<file path="config.mk">
export PLATFORM = sky130hd
export DESIGN_NAME = sr_drive_ctrl_flat
export DESIGN_NICKNAME = d
export VERILOG_FILES = /design/src/rtl/sr_drive_ctrl_if.sv /design/src/rtl/sr_drive_ctrl.sv /design/src/flat_wrapper.sv
export SDC_FILE = /design/constraint.sdc
export NUM_CORES = 1
export LEC_CHECK = 0
export ABC_AREA = 1
export BUFFER_PORTS_ARGS = -buffer_cell sky130_fd_sc_hd__buf_4
export CAP_MARGIN = 20
export CORE_ASPECT_RATIO = 0.75
export CORE_MARGIN = 2
export CORE_UTILIZATION = 45
export DETAILED_ROUTE_END_ITERATION = 6
export PLACE_DENSITY_LB_ADDON = 0.08
export SLEW_MARGIN = 20
export SYNTH_ARGS = -nofsm -noshare
export SYNTH_HDL_FRONTEND = slang
export SYNTH_SLANG_ARGS = --single-unit
export TNS_END_PERCENT = 5
</file>
<file path="constraint.sdc">
create_clock -name clk -period 1.6 [get_ports clk]
set_input_delay 0.24 -clock clk [delete_from_list [all_inputs] [get_ports clk]]
set_output_delay 0.24 -clock clk [all_outputs]
set_load 0.005 [all_outputs]
</file>
<file path="src/rtl/sr_drive_ctrl_if.sv">
// Signal bundle between the SR-latch drive controller and its surroundings.
//   set_req, clr_req : asynchronous level requests (into the controller)
//   q_fb             : q fed back from the downstream SR latch
//   s, r             : registered set/reset drives to the latch
//   busy             : controller is producing a pulse or its dead time
//   shadow           : expected latch state
//   err              : sticky feedback-mismatch flag
interface sr_drive_ctrl_if;
    logic set_req;
    logic clr_req;
    logic q_fb;
    logic s;
    logic r;
    logic busy;
    logic shadow;
    logic err;

    modport master (
        output set_req, clr_req, q_fb,
        input  s, r, busy, shadow, err
    );

    modport slave (
        input  set_req, clr_req, q_fb,
        output s, r, busy, shadow, err
    );
endinterface

</file>
<file path="src/rtl/sr_drive_ctrl.sv">
// Drives the s/r inputs of a downstream SR latch from two asynchronous,
// debounced request lines. Each accepted request becomes one fixed-width
// pulse on s or r, followed by a dead gap; s and r are never high together.
// The expected latch state (shadow) is checked against q_fb at gap end.
//   clk : sole clock, rising edge
//   rst : synchronous, active-high reset
//   bus : sr_drive_ctrl_if slave modport (requests, feedback, drives, status)
//
// state | meaning
// IDLE  | waiting; consumes one pending request per cycle, clear first
// SET_P | s held high for PULSE_W cycles
// CLR_P | r held high for PULSE_W cycles
// GAP   | s=r=0 for GAP_W cycles; q_fb checked on the last one
module sr_drive_ctrl #(
    parameter int DEB_CYCLES = 4,
    parameter int PULSE_W    = 3,
    parameter int GAP_W      = 2
) (
    input  logic           clk,
    input  logic           rst,
    sr_drive_ctrl_if.slave bus
);
    localparam int DW   = $clog2(DEB_CYCLES + 1);
    localparam int CMAX = (PULSE_W > GAP_W) ? PULSE_W : GAP_W;
    localparam int CW   = $clog2(CMAX + 1);

    localparam logic [DW-1:0] DEB_LAST   = DW'(DEB_CYCLES - 1);
    localparam logic [CW-1:0] PULSE_LOAD = CW'(PULSE_W - 1);
    localparam logic [CW-1:0] GAP_LOAD   = CW'(GAP_W - 1);

    typedef enum logic [1:0] {IDLE, SET_P, CLR_P, GAP} state_t;

    // Index 0 is the set path, index 1 the clear path.
    logic [1:0]    req;
    logic [1:0]    sync1, sync2, dbl, dbl_d, pend, consume;
    logic [DW-1:0] deb_cnt [2];

    state_t        state, state_nxt;
    logic [CW-1:0] cnt, cnt_nxt;
    logic          shadow, shadow_nxt, err, err_nxt;
    logic          s_q, r_q;

    assign req = {bus.clr_req, bus.set_req};

    always_ff @(posedge clk) begin
        if (rst) begin
            sync1 <= '0;
            sync2 <= '0;
            dbl   <= '0;
            dbl_d <= '0;
            for (int i = 0; i < 2; i++) deb_cnt[i] <= '0;
        end else begin
            sync1 <= req;
            sync2 <= sync1;
            dbl_d <= dbl;
            for (int i = 0; i < 2; i++) begin
                if (sync2[i] != dbl[i]) begin
                    if (deb_cnt[i] == DEB_LAST) begin
                        dbl[i]     <= ~dbl[i];
                        deb_cnt[i] <= '0;
                    end else begin
                        deb_cnt[i] <= deb_cnt[i] + 1'b1;
                    end
                end else begin
                    deb_cnt[i] <= '0;
                end
            end
        end
    end

    // A new rising edge wins over a same-cycle consume, so it is never lost.
    always_ff @(posedge clk) begin
        if (rst) pend <= '0;
        else     pend <= (pend & ~consume) | (dbl & ~dbl_d);
    end

    always_ff @(posedge clk) begin
        if (rst) begin
            state  <= IDLE;
            cnt    <= '0;
            shadow <= 1'b0;
            err    <= 1'b0;
            s_q    <= 1'b0;
            r_q    <= 1'b0;
        end else begin
            state  <= state_nxt;
            cnt    <= cnt_nxt;
            shadow <= shadow_nxt;
            err    <= err_nxt;
            s_q    <= (state_nxt == SET_P);
            r_q    <= (state_nxt == CLR_P);
        end
    end

    always_comb begin
        state_nxt  = state;
        cnt_nxt    = cnt;
        consume    = '0;
        shadow_nxt = shadow;
        err_nxt    = err;
        case (state)
            IDLE: begin
                // Requests that would not change the latch are dropped.
                if (pend[1]) begin
                    consume[1] = 1'b1;
                    if (shadow) begin
                        state_nxt = CLR_P;
                        cnt_nxt   = PULSE_LOAD;
                    end
                end else if (pend[0]) begin
                    consume[0] = 1'b1;
                    if (!shadow) begin
                        state_nxt = SET_P;
                        cnt_nxt   = PULSE_LOAD;
                    end
                end
            end
            SET_P, CLR_P: begin
                if (cnt == '0) begin
                    shadow_nxt = (state == SET_P);
                    state_nxt  = GAP;
                    cnt_nxt    = GAP_LOAD;
                end else begin
                    cnt_nxt = cnt - 1'b1;
                end
            end
            GAP: begin
                if (cnt == '0) begin
                    if (bus.q_fb != shadow) err_nxt = 1'b1;
                    state_nxt = IDLE;
                end else begin
                    cnt_nxt = cnt - 1'b1;
                end
            end
            default: state_nxt = IDLE;
        endcase
    end

    assign bus.s      = s_q;
    assign bus.r      = r_q;
    assign bus.busy   = (state != IDLE);
    assign bus.shadow = shadow;
    assign bus.err    = err;
endmodule

</file>
<file path="src/flat_wrapper.sv">
// flat-port wrapper written by rule: the top's interface ports become plain ports
module sr_drive_ctrl_flat 
#(
    parameter int DEB_CYCLES = 4,
    parameter int PULSE_W    = 3,
    parameter int GAP_W      = 2
)
  (clk, rst, bus_set_req, bus_clr_req, bus_q_fb, bus_s, bus_r, bus_busy, bus_shadow, bus_err);
  sr_drive_ctrl_if bus_i ();
  input  logic clk;
  input  logic rst;
  input wire logic [$bits(bus_i.set_req)-1:0] bus_set_req;
  input wire logic [$bits(bus_i.clr_req)-1:0] bus_clr_req;
  input wire logic [$bits(bus_i.q_fb)-1:0] bus_q_fb;
  output wire logic [$bits(bus_i.s)-1:0] bus_s;
  output wire logic [$bits(bus_i.r)-1:0] bus_r;
  output wire logic [$bits(bus_i.busy)-1:0] bus_busy;
  output wire logic [$bits(bus_i.shadow)-1:0] bus_shadow;
  output wire logic [$bits(bus_i.err)-1:0] bus_err;
  assign bus_i.set_req = bus_set_req;
  assign bus_i.clr_req = bus_clr_req;
  assign bus_i.q_fb = bus_q_fb;
  assign bus_s = bus_i.s;
  assign bus_r = bus_i.r;
  assign bus_busy = bus_i.busy;
  assign bus_shadow = bus_i.shadow;
  assign bus_err = bus_i.err;
  sr_drive_ctrl #(.DEB_CYCLES(DEB_CYCLES), .PULSE_W(PULSE_W), .GAP_W(GAP_W)) u_core (.clk(clk), .rst(rst), .bus(bus_i));
endmodule
</file>
# ---- After elaboration in Yosys (flattened, before gate mapping)
# Memory sizes are Yosys's and may differ from the RTL's.
# Index checks and enable logic that the tools add are counted.
dict set report op_classes {
  reduce_logical 9
  bitwise 13
  add_sub_neg 3
  muxes 48
  n_eq_ne 14
}
# operator count
set ops {}
lappend ops {{$mux 1} 27}
lappend ops {{$mux 2} 13}
lappend ops {{$mux 3} 6}
lappend ops {{$pmux 2 s3} 2}
lappend ops {{$add 3x1->3 const B} 2}
lappend ops {{$eq 2x2->1 const B} 3}
lappend ops {{$eq 3x2->1 const B} 2}
lappend ops {{$or 1x1->1} 6}
lappend ops {{$reduce_and 2->1} 3}
lappend ops {{$and 2x2->2} 2}
lappend ops {{$eq 2x1->1 const B} 2}
lappend ops {{$logic_not 2->1} 2}
lappend ops {{$not 2->2} 2}
lappend ops {{$reduce_and 4->1} 1}
lappend ops {{$ne 1x1->1} 3}
lappend ops {{$ne 3x1->1 const B} 1}
lappend ops {{$ne 3x2->1 const B} 1}
lappend ops {{$ne 3x3->1 const B} 1}
lappend ops {{$reduce_and 3->1} 1}
lappend ops {{$ne 2x2->1 const B} 1}
lappend ops {{$not 1->1} 2}
lappend ops {{$or 2x2->2} 1}
lappend ops {{$reduce_bool 2->1} 1}
lappend ops {{$reduce_or 2->1} 1}
lappend ops {{$sub 2x1->2 const B} 1}
dict set report totals {
  mem_bits_rw 6
  n_memories 1
  regBits 18
  in_bits 5
  wordCells 100
  output_inout_bits 5
}
# name words width read_ports rd_ports_with_merged_regs wr line_no
set memory_table {}
lappend memory_table {u_core.deb_cnt 2 3 2 0 2 sr_drive_ctrl.sv:36} ;# logic [DW-1:0] deb_cnt [2];

# ---- Logic depth before layout (Yosys ltp)
dict set report depth {
  depth_word 8
  ltp_mapped 9
  ltp_nobuf 9
}

# ---- Worst setup path after synthesis
# No wires, ideal clock.
dict set report synth_path {
  kind {reg-to-reg}
  start {reg u_core.state[0]}
  end {reg u_core.cnt[0]}
  required_time_ns 1.487
  stages_incl_launch_ff 8
  n_path_buf 0
  t_arrival_ns 1.181
  setup_time_ns 0.113
  path_slack_ns 0.306
  cell_sequence {dfxtp_1 inv_1 ha_1 nor2_1 nor2_2 and2_1 nor2_1 nor2_1}
}
dict set report synth_between {
  elab_chain_len 3
  word_cells_on_any_way 11
  classes_between {eq/ne: 7; mux: 1; reduce/logical: 3}
}
# item line_no
set synth_lines {}
lappend synth_lines {{from (decl)} sr_drive_ctrl.sv:38} ;# state_t state, state_nxt;
lappend synth_lines {{from (signal assigned)} sr_drive_ctrl.sv:86} ;# state <= state_nxt;
lappend synth_lines {{$eq 2x2->1 (tied with other cells)} sr_drive_ctrl.sv:101} ;# case (state)
lappend synth_lines {{$reduce_or 2->1 (tied with other cells)} sr_drive_ctrl.sv:101}
lappend synth_lines {{$pmux 2 s3 / $reduce_and 4->1 (equally long branches)} -}
lappend synth_lines {{to (signal assigned)} sr_drive_ctrl.sv:87} ;# cnt <= cnt_nxt;
lappend synth_lines {{to (decl)} sr_drive_ctrl.sv:39} ;# logic [CW-1:0] cnt, cnt_nxt;
# Parallel ways exist; a longest one is shown, timed or not.
# A chain may end at the register's enable or synchronous reset.

# ---- Worst setup path after layout
dict set report layout_path {
  start {reg u_core.state[1]}
  end {out bus_busy}
}
dict set report layout_between {
  elab_chain_len 1
}
# item line_no
set layout_lines {}
lappend layout_lines {{$reduce_bool 2->1} sr_drive_ctrl.sv:141} ;# assign bus.busy = (state != IDLE);
lappend layout_lines {{to (decl)} flat_wrapper.sv:17} ;# output wire logic [$bits(bus_i.busy)-1:0] bus_busy;
# No other way between the ends.

==> metrics.cfg <==
[outcome]
status = complete, no violations

[min_path]
min_from = bus_set_req
hold_end = u_core.sync1[0]
holdCritPathClass = in -> reg
holdPathStages = 3

[critical_path]
rr_worst_depth = 8
critPathLaunchType = register
crit_arrival_ns = 1.23
path_buf_inv = 3
critPathKind = reg -> out
path_common_cell = inv_1
r2r_start = u_core.state[1]
r2r-end = u_core.bus.s
crit_path_top_delay_cell = dfxtp_1
path_delay_family = flip-flops
cp_max_fo = 4
crit_required_ns = 1.36
cp.depth = 4
crit_path_end_kind = output port
r2r_slack_ns = 0.24
cp_slowest_stage_delay_ns = 0.38
cp_cell_sequence = inv_1 > ha_1 > inv_1 > buf_4

[power_and_ir_drop]
p_clk_share_pct = 25.2
comb_power_share_pct = 8.5
leakage_nw = 0.612
internal_power_w = 0.000763
power.share.switching_pct = 22.5
cellPowerDensity_mw_per_mm2 = 794
switching_power_w = 0.000221
pwr-share-seq_pct = 66.2
ir_drop_mv = 0.440

[timing]
setup_viol = 0
rsz0062_at_grt = false
setup_tns_ns = 0
hold_viol_final = 0
fin_crit_ns = 1.47
fmaxAchievable_mhz = 682
period_share_pct = 91.7
drv_slew = 0
whs_ns = 0.127
clock_skew_ns = 0.00108

[logic_synthesis]
synth_largest_area_cell = dfxtp_1
ys_async_sr_fraction_pct = 0
synthTopCellsByArea = dfxtp_1, edfxtp_1, ha_1
synthCells = 131
yosysSeqAreaShare_pct = 49.4
synthXorXnorAreaFrac_pct = 0.801
synthFlopType = dfxtp_1
synthSimpleGateAreaFrac_pct = 21.1
synth_adder_area_share_pct = 11.4
synth_top_area_share_pct = 33.0
synth_top_family_by_area = simple AND/OR/NAND/NOR gates
synth.area.mux_share_pct = 0
synth_seq_cells = 24
synth.distinct_cells = 19
synth_compound_area_share_pct = 7.32
synth_area_mm2 = 0.00109
synth_edf_count = 6
ys_warn_count = 0
avgSynthCellArea_um2 = 8.35

[drt]
vias = 778
detail-route-antenna-nets = 0
wirelength_um = 1590
wl_per_cell_um = 8.78
route.detailed.drc = 0
drt_pass1_iterations = 4
drt_first_iter_violations = 16
viasPerCell = 4.30

[clock_network]
cts_made_buffers = 3
h-tree-depth = 1
insertion_delay_ns = 0.30
cts_tree = yes
clk_pin_slew_worst_paths_ns = 0.12
cts_root_buffer = clkbuf_4
clockBufferDepth = 2
cts_sinks = 24
cts_hold_buf = 0

[finish]
nets = 164
fillers = 221
final_common_cell = inv_1
insertedDiodeCount = 0
syn2layout_area_growth_pct = 13.3
final_cell_mix = inv_1, nor2_1, nand2_1
drive_gt1_share_pct = 13.6

[global_routing]
grt_use_total_pct = 14.1
grt_pass1_wl_um = 2860
overflow = 0
antenna_found_initial = 0
grt_pass1_vias = 708
grt_max_degree = 13

[place]
io_buffers = 9
gp_congestion = 0.746
dp_hpwl_um = 1270

[die]
start_util_pct = 47.4
die_h_um = 46.7
core.rowCount = 15
io_pins = 10
core_area_mm2 = 0.00231
die_area_mm2 = 0.00284
fp.dieW_um = 60.9

[run]
cap_viol_max_count = 0

-- worst max-delay path by stage --
| stage | start | end |
|---|---|---|
| floorplan | u_core.state[0] | u_core.cnt[0] |
| global placement | u_core.state[0] | u_core.cnt[0] |
| detailed placement | u_core.state[0] | u_core.bus.s |
| CTS | u_core.state[0] | bus_busy |
| global route | u_core.state[1] | bus_busy |
| finish | u_core.state[1] | bus_busy |
-- logic make-up after synthesis --
| group | after synthesis |
|---|---|
| buffers and inverters | 27 |
| other | 1 |
| flip-flops | 24 |
| adder cells (fa/ha/maj) | 10 |
| XOR/XNOR | 1 |
| AND/OR/NAND/NOR | 54 |
| AO/OA/AOI/OAI | 14 |
-- tightest hold or removal path: cells and delay by family --
kind / cells / cell delay (ns)
AND/OR/NAND/NOR: 1 / 0.06
buffers and inverters: 2 / 0.10
-- power by group through the flow --
stage / Combinational (W) / Sequential [W] / Clock [W]
2_1_floorplan: 0.0000625 / 0.000663 / 0
3_3_place_gp: 0.0000835 / 0.000665 / 0
3_5_place_dp: 0.0000846 / 0.000665 / 0
4_1_cts: 0.0000847 / 0.000652 / 0.000264
5_1_grt: 0.000102 / 0.000654 / 0.000283
6_report: 0.0000839 / 0.000652 / 0.000248
-- through the flow --
| step | power (W) | worst slack, ns | utilization (%) | area (um2) | std cells |
|---|---|---|---|---|---|
| 5_1_grt | 0.00104 | 0.0547 | 53.7 | 1240 | 181 |
| 6_report | 0.000984 | 0.133 | 53.7 | 1240 | 181 |
| 3_5_place_dp | 0.000750 | 0.210 | 52.6 | 1210 | 178 |
| 3_3_place_gp | 0.000748 | 0.259 | 52.6 | 1210 | 178 |
| 2_1_floorplan | 0.000725 | 0.306 | - | 1110 | 136 |
| 4_1_cts | 0.00100 | 0.0678 | 53.6 | 1240 | 181 |
-- registers in the layout, indices dropped and copies added (netlist names), 2 cells and up --
signal,count
u_core.dbl_d,2
u_core.cnt,2
u_core.deb_cnt,6
u_core.pend,2
u_core.sync2,2
u_core.state,2
u_core.dbl,2
u_core.sync1,2
-- metal layers --
metal / wire [um] / global-route usage, % / part of all wire (%) / vias to the layer above
met5: 0 / 0 / 0 / -
met4: 13 / 3.91 / 0.82 / 0
met3: 88 / 5.90 / 5.5 / 2
met2: 579 / 21.1 / 36 / 16
met1: 908 / 18.7 / 57 / 326
li1: - / - / - / 434
-- synth_stat cells, types with 2 or more instances --
cell type	instances
inv_1	24
nor2_1	23
nand2_1	21
dfxtp_1	18
ha_1	10
a21oi_1	6
edfxtp_1	6
nand3_1	4
o21ai_0	4
nor2_2	3
inv_2	2
nand3_2	2
o32ai_1	2
-- what timing repair did --
action,in CTS,in global routing
endpoints found under the setup margin,0,1
gates resized for setup,0,1
setup buffers,0,0
-- layout make-up --
type	instances	area [um2]	share of cell area (%)
tap	34	42.5	3.43
clock buffer	3	22.5	1.82
timing repair buffer	9	67.6	5.45
multi-input combinational	85	467	37.7
inverter	26	97.6	7.88
sequential	24	542	43.7
Note: power is estimated with default switching activity, not from simulation.
